[src/rtl/bridge_fifo_leaf.sv]
// Bridge leaf: 4-word register window feeding a first-word-fall-through FIFO drained by a valid/ready stream.
// Latency: bridge read data registered one cycle after bridge_rd; a DATA push is visible on out_valid/out_data one cycle later.
// Backpressure: out_ready stalls the stream; a push into a full FIFO without a same-cycle pop is dropped and sets overflow.
module bridge_fifo_leaf #(
   parameter logic [31:0] ADDR_BASE = 32'h0000_1000,
   parameter int          DEPTH     = 16
) (
   input  logic                       clk,
   input  logic                       reset,
   input  logic [31:0]                bridge_addr,
   input  logic [31:0]                bridge_wr_data,
   input  logic                       bridge_wr,
   input  logic                       bridge_rd,
   output logic [31:0]                bridge_rd_data,
   output logic [31:0]                out_data,
   output logic                       out_valid,
   input  logic                       out_ready,
   output logic [$clog2(DEPTH):0]     level,
   output logic                       overflow
);

   localparam int AW = $clog2(DEPTH);
   localparam int LW = AW + 1;

   localparam logic [1:0] REG_DATA    = 2'd0;
   localparam logic [1:0] REG_STATUS  = 2'd1;
   localparam logic [1:0] REG_CONTROL = 2'd2;
   localparam logic [1:0] REG_COUNT   = 2'd3;

   logic [31:0]   mem [DEPTH];
   logic [AW-1:0] wr_ptr;
   logic [AW-1:0] rd_ptr;
   logic [31:0]   push_count;

   logic          hit;
   logic [1:0]    sel;
   logic          wr_hit;
   logic          push_req;
   logic          flush;
   logic          ovf_clr;
   logic          cnt_clr;
   logic          pop;
   logic          full;
   logic          push_ok;
   logic          drop;
   logic [31:0]   status_word;

   // Byte-lane bits are don't-care within a 32-bit register.
   logic [1:0]    unused_addr_lsb;
   assign unused_addr_lsb = bridge_addr[1:0];

   // Window decode and per-register write strobes.
   always_comb begin
      hit      = (bridge_addr[31:4] == ADDR_BASE[31:4]);
      sel      = bridge_addr[3:2];
      wr_hit   = bridge_wr & hit;
      push_req = wr_hit & (sel == REG_DATA);
      flush    = wr_hit & (sel == REG_CONTROL) & bridge_wr_data[0];
      ovf_clr  = wr_hit & (sel == REG_STATUS) & bridge_wr_data[31];
      cnt_clr  = wr_hit & (sel == REG_COUNT);
      full     = (level == LW'(DEPTH));
      pop      = out_valid & out_ready;
      // A pop in the same cycle frees the slot the push needs.
      push_ok  = push_req & (~full | pop);
      drop     = push_req & full & ~pop;
   end

   assign out_valid   = (level != '0);
   assign out_data    = mem[rd_ptr];
   assign status_word = {overflow, {(31-LW){1'b0}}, level};

   // Storage array; pointers alone define validity, so no reset is needed here.
   always_ff @(posedge clk) begin
      if (!reset && push_ok) begin
         mem[wr_ptr] <= bridge_wr_data;
      end
   end

   // Pointers, fill level, sticky overflow and accepted-push counter.
   always_ff @(posedge clk) begin
      if (reset) begin
         wr_ptr     <= '0;
         rd_ptr     <= '0;
         level      <= '0;
         overflow   <= 1'b0;
         push_count <= '0;
      end else if (flush) begin
         // Flush beats any same-cycle pop; the counter is left alone.
         wr_ptr     <= '0;
         rd_ptr     <= '0;
         level      <= '0;
         overflow   <= 1'b0;
      end else begin
         if (push_ok) begin
            wr_ptr <= wr_ptr + AW'(1);
         end
         if (pop) begin
            rd_ptr <= rd_ptr + AW'(1);
         end
         if (push_ok && !pop) begin
            level <= level + LW'(1);
         end else if (pop && !push_ok) begin
            level <= level - LW'(1);
         end
         if (drop) begin
            overflow <= 1'b1;
         end else if (ovf_clr) begin
            overflow <= 1'b0;
         end
         if (cnt_clr) begin
            push_count <= '0;
         end else if (push_ok) begin
            push_count <= push_count + 32'd1;
         end
      end
   end

   // Registered read port; returns pre-update state and zero outside the window.
   always_ff @(posedge clk) begin
      if (reset) begin
         bridge_rd_data <= '0;
      end else if (bridge_rd) begin
         if (hit && sel == REG_STATUS) begin
            bridge_rd_data <= status_word;
         end else if (hit && sel == REG_COUNT) begin
            bridge_rd_data <= push_count;
         end else begin
            bridge_rd_data <= '0;
         end
      end
   end

endmodule

[config.mk]
export PLATFORM = sky130hd
export DESIGN_NAME = bridge_fifo_leaf
export DESIGN_NICKNAME = d
export VERILOG_FILES = /design/src/rtl/bridge_fifo_leaf.sv
export SDC_FILE = /design/constraint.sdc
export NUM_CORES = 1
export LEC_CHECK = 0
export BUFFER_PORTS_ARGS = -buffer_cell sky130_fd_sc_hd__clkbuf_2
export CORE_UTILIZATION = 54
export CTS_BUF_LIST = sky130_fd_sc_hd__clkbuf_8
export DETAILED_ROUTE_END_ITERATION = 12
export PLACE_DENSITY = 0.74
export SLEW_MARGIN = 20
export SYNTH_ARGS = -nofsm -noshare
export SYNTH_HDL_FRONTEND = slang
export SYNTH_SLANG_ARGS = --single-unit
[constraint.sdc]
create_clock -name clk -period 6.5 [get_ports clk]
set_clock_uncertainty 0.15 [all_clocks]
set_input_delay 0.975 -clock clk [delete_from_list [all_inputs] [get_ports clk]]
set_output_delay 0.975 -clock clk [all_outputs]
set_load 0.05 [all_outputs]
Word level (Yosys, flattened, before mapping)

Memories as Yosys holds them, arrays and structs flattened. A register that Yosys moved wholly into a read port is not among the register bits.
Index checks and enable logic that the tools add are counted.

Bits in registers: 78
Memory bits (writable): 512
Logic and storage cells: 59
Memories kept: 1

Eq/ne operators: 5
Add/sub/neg operators: 5
Mux-type cells: 12
Reductions and logical operators: 15
Bitwise logic cells: 15

Memory list:

| memory | words | width | read ports | clocked after Yosys merged registers in | write ports | RTL line | text |
|---|---|---|---|---|---|---|---|
| mem    | 16    | 32    | 1          | 1                                       | 1           | 30       | `logic [31:0] mem [DEPTH];` |

Operators with widths:

| kind                  | count |
|---|---|
| $mux 32               | 4 |
| $add 32x1->32 const B | 1 |
| $eq 28x9->1 const B   | 1 |
| $and 1x1->1           | 11 |
| $mux 5                | 2 |
| $add 4x1->4 const B   | 2 |
| $mux 4                | 2 |
| $reduce_bool 2->1     | 3 |
| $add 5x1->5 const B   | 1 |
| $eq 5x5->1 const B    | 1 |
| $logic_and 1x1->1     | 5 |
| $reduce_bool 5->1     | 1 |
| $sub 5x1->5 const B   | 1 |
| $eq 2x2->1 const B    | 2 |
| $mux 1                | 4 |
| $logic_not 1->1       | 3 |
| $not 1->1             | 3 |
| $eq 2x1->1 const B    | 1 |
| $logic_not 2->1       | 1 |
| $reduce_and 2->1      | 1 |
| $reduce_or 2->1       | 1 |
| $or 1x1->1            | 1 |

Logic depth before layout (Yosys ltp)

Depth in word-level cells: 8
Depth in mapped cells: 15

Worst setup path before layout

OpenSTA, ideal clock, no wires.

Kind: in2reg
From: in bridge_addr[6]
To: mem mem[7][0] (enable)
Stages on the path: 8
Path buffers: 2
Slack: 1.462 ns
Library setup time: 0.461 ns
Required time: 5.889 ns
Arrival time: 4.427 ns
Path through: nor4_2 > nand4_1 > buf_2 > or3_4 > buf_6 > inv_2 > nand2_1 > nor3_1

Cells in the longest elaborated chain, start to end: 7

Ends and longest elaborated chain:

| what                         | RTL line | text |
|---|---|---|
| start: declaration           | 10       | `input logic [31:0] bridge_addr,` |
| $eq 28x9->1                  | 54       | `hit = (bridge_addr[31:4] == ADDR_BASE[31:4]);` |
| $and 1x1->1                  | 56       | `wr_hit = bridge_wr & hit;` |
| $and 1x1->1                  | 57       | `push_req = wr_hit & (sel == REG_DATA);` |
| $and 1x1->1                  | 64       | `push_ok = push_req & (~full \| pop);` |
| $logic_and 1x1->1            | 74       | `if (!reset && push_ok) begin` |
| $mux 1                       | 74       |  |
| $mux 1 (not written as such) | 75       | `mem[wr_ptr] <= bridge_wr_data;` |
| end: declaration             | 30       |  |

No other way between the ends.

==> impl_metrics.json <==
{
  "syn_nets": 1195,
  "netlist_area_um2": 22900,
  "critPathArrivalTime_ns": 3.44,
  "seqPwrFrac_pct": 58.2,
  "viasPerCell": 6.07,
  "min-delay-start": "bridge_rd_data[18]",
  "synth-seq-area-share_pct": 74.2,
  "hold_class": "register to register",
  "syn_avg_cell_area_um2": 20.6,
  "cp_data_required_time_ns": 5.37,
  "antenna_cells": 0,
  "cts-root-buf": "clkbuf_8",
  "cts_tree": "yes",
  "vias": 11600,
  "synth_ff_type": "edfxtp_1",
  "dp.final_hpwl_um": 24000,
  "numCtsBuffers": 93,
  "leakage_nw": 8.33,
  "clockPowerShare_pct": 40.7,
  "clock_latency_ns": 0.65,
  "peakVddDrop_uv": 139,
  "maxCapViolations": 0,
  "internal-power_mw": 5.66,
  "cp_max_fo": 43,
  "start_util_pct": 54.7,
  "p_sw_mw": 1.45,
  "drc": 2,
  "slew_violations": 0,
  "overflow": 0,
  "ctsHtreeMaxLevel": 3,
  "syn_inst": 1115,
  "synth-seq-cells": 594,
  "power.total_mw": 7.10,
  "clkTransAtPathRegs_ns": 0.06,
  "syn_to_final_growth_pct": 13.1,
  "multi_input_area_um2": 5690,
  "critical-path-top-cell-by-count": "mux4_2",
  "hold_depth": 1,
  "worstSetupEndpointType": "primary output",
  "swShare_pct": 20.4,
  "status": "finished with violations",
  "yosysWarnings": 0,
  "cts-hold-fix-buffers": 0,
  "final-setup-viol-count": 0,
  "r2r_slack_ns": 2.73,
  "violations": "DRC",
  "fmax_mhz": 219,
  "grt_use_total_pct": 21.6,
  "powerDensity_nw_per_um2": 274,
  "drive_gt1_share_pct": 34.2,
  "port_buffers": 137,
  "cp_cell_sequence": "buf_4 -> mux4_2 -> mux4_2 -> clkbuf_2",
  "die_h_um": 208,
  "nets": 1385,
  "clock_sinks": 594,
  "num_rows": 75,
  "period_needed_ns": 4.56,
  "critPathMaxStageDelay_ns": 0.91,
  "antenna_left": 0,
  "comb_power_share_pct": 1.1,
  "seq_area_um2": 17000,
  "grt_pass1_wl_um": 69800,
  "first_iter_violations": 878,
  "first_global_vias": 12100,
  "post_cts_resized": 0,
  "tns_ns": 0,
  "synth-async-reset-ratio_pct": 0,
  "drtPass1Iterations": 9,
  "yosysUniqueCellTypes": 57,
  "rsz0062_at_grt": "false",
  "post-cts-setup-buffers": 0,
  "cts.path.max_buffers": 3,
  "grt_max_degree": 76,
  "timing.rr.start": "level[0]",
  "min_to": "bridge_rd_data[18]",
  "die_w_um": 208,
  "relSlewSlack_pct": 24.0,
  "tightestPinTransition_ns": 1.14,
  "num-fill-cells": 2911,
  "reg2reg_depth": 12,
  "die_area_um2": 43300,
  "critPathKind": "register to primary output",
  "routabilityCongestion": 0.754,
  "antenna_found_initial": 1,
  "core-area_um2": 41900,
  "hold_viol": 0,
  "reg2reg_to": "level[4]",
  "routedWlPerCell_um": 23.7,
  "ioPinCount": 140,
  "drt-total-wl_um": 45400,
  "layout_worst_path_cycle_share_pct": 70.2,
  "critPathLaunchType": "register",
  "synth_edf_count": 512,
  "cpMaxStageDelayCell": "dfxtp_4"
}
synthesized netlist by cell type (3+ instances only):
cell type | n | share of area, %
or4_1 | 11 | 0.36
o21ai_0 | 11 | 0.24
mux2i_1 | 11 | 0.48
nand2_1 | 26 | 0.43
xor2_1 | 3 | 0.11
buf_2 | 8 | 0.17
buf_1 | 14 | 0.23
a22o_1 | 26 | 0.99
ha_1 | 10 | 0.55
o41ai_1 | 3 | 0.11
mux4_2 | 160 | 16
and4_1 | 3 | 0.11
xnor2_1 | 13 | 0.50
nand3_1 | 17 | 0.37
inv_1 | 10 | 0.16
nor3_1 | 7 | 0.15
nor4_2 | 4 | 0.22
or2_2 | 4 | 0.11
dfxtp_1 | 82 | 7.2
and3_1 | 20 | 0.55
o311ai_0 | 3 | 0.11
nand4_1 | 7 | 0.19
a2bb2oi_1 | 6 | 0.23
o31ai_1 | 10 | 0.33
a21oi_1 | 26 | 0.57
or3_1 | 3 | 0.082
edfxtp_1 | 512 | 67
nor2_1 | 30 | 0.49
nor4_1 | 10 | 0.27
clkbuf_1 | 30 | 0.49
or3_2 | 4 | 0.13
state kept, by name (all words and copies together) (netlist names), named ones only:
| register | flops |
|---|---|
| wr_ptr | 4 |
| rd_ptr | 4 |
| level | 5 |
| push_count | 32 |
| bridge_rd_data | 32 |
| mem | 512 |
| overflow | 1 |
logic make-up (layout without fill, tap and decap cells):
group / Yosys count / count (layout) / synth area share (%)
AND/OR/NAND/NOR: 164 / 164 / 4.22
adder cells (fa/ha/maj): 11 / 11 / 0.633
XOR/XNOR: 16 / 16 / 0.611
AO/OA/AOI/OAI: 91 / 91 / 2.84
buffers and inverters: 67 / 325 / 1.29
multiplexers: 172 / 172 / 16.2
flip-flops: 594 / 594 / 74.2
worst max path at each step:
| stage | startpoint | to | depth (start not counted) |
|---|---|---|---|
| 2_1_floorplan | bridge_addr[6] | mem[7][0] | 8 |
| 5_1_grt | register | out_data[20] | 4 |
| 3_3_place_gp | bridge_addr[5] | level[4] | 13 |
| 3_5_place_dp | bridge_addr[5] | level[4] | 13 |
| 4_1_cts | register | out_data[20] | 4 |
| 6_report | register | out_data[18] | 4 |
power by group through the flow:
stage	Combinational, mW	Clock [mW]	Sequential, mW
final	0.0793	2.89	4.13
after global routing	0.0876	3.10	4.13
after CTS	0.0792	2.95	4.13
after detailed placement	0.0790	0	4.21
after global placement	0.0739	0	4.21
after floorplan	0.0146	0	4.22
worst max-delay path: cells and delay by family (launching register included):
family | cells | cell delay, ns
buffers and inverters | 2 | 0.78
multiplexers | 2 | 1.08
flip-flops | 1 | 0.91
cell type report:
cell class | instances | area share [%]
clock inverter | 69 | 1.53
tap | 539 | 2.60
clock buffer | 94 | 4.99
multi-input combinational | 454 | 21.9
timing repair buffer | 151 | 3.19
inverter | 11 | 0.159
sequential | 594 | 65.6
placed cells by master, fill, tap and decap left out, drive strengths merged, types with 4 or more instances in the layout:
cell type,n
mux4,160
o31ai,10
a2bb2oi,6
mux2i,11
and3,21
o21ai,13
a22o,26
nand3,17
or4,12
or2,5
clkbuf,231
buf,14
a21oi,26
bufinv,4
edfxtp,512
xnor2,13
or3,8
clkinv,33
nor4,14
nor2,30
and4,4
inv,41
ha,10
nor3,7
dfxtp,82
nand2,26
nand4,7
per-stage QoR:
stage / hold slack, ns / cell area, um2 / util [%] / std cells / setup WS [ns]
CTS: 0.337 / 25900 / 61.8 / 1912 / 1.79
detailed placement: 0.315 / 24200 / 57.7 / 1749 / 1.84
global route: 0.348 / 25900 / 61.9 / 1912 / 1.68
finish: 0.335 / 25900 / 61.9 / 1912 / 1.94
floorplan: 0.292 / 22900 / - / 1115 / 1.46
global placement: 0.313 / 24200 / 57.7 / 1748 / 1.91
per-layer routing:
metal  up-vias  GRT usage (%)  part of all wire [%]  wire, um
li1       5050              -                     -         -
met5         -              0                 0.026        12
met2       441           34.5                    48     21800
met4         2           8.25                   3.0      1370
met1      6012           29.8                    42     19100
met3       110           4.38                   7.0      3190
Note: power is estimated with default switching activity, not from simulation.
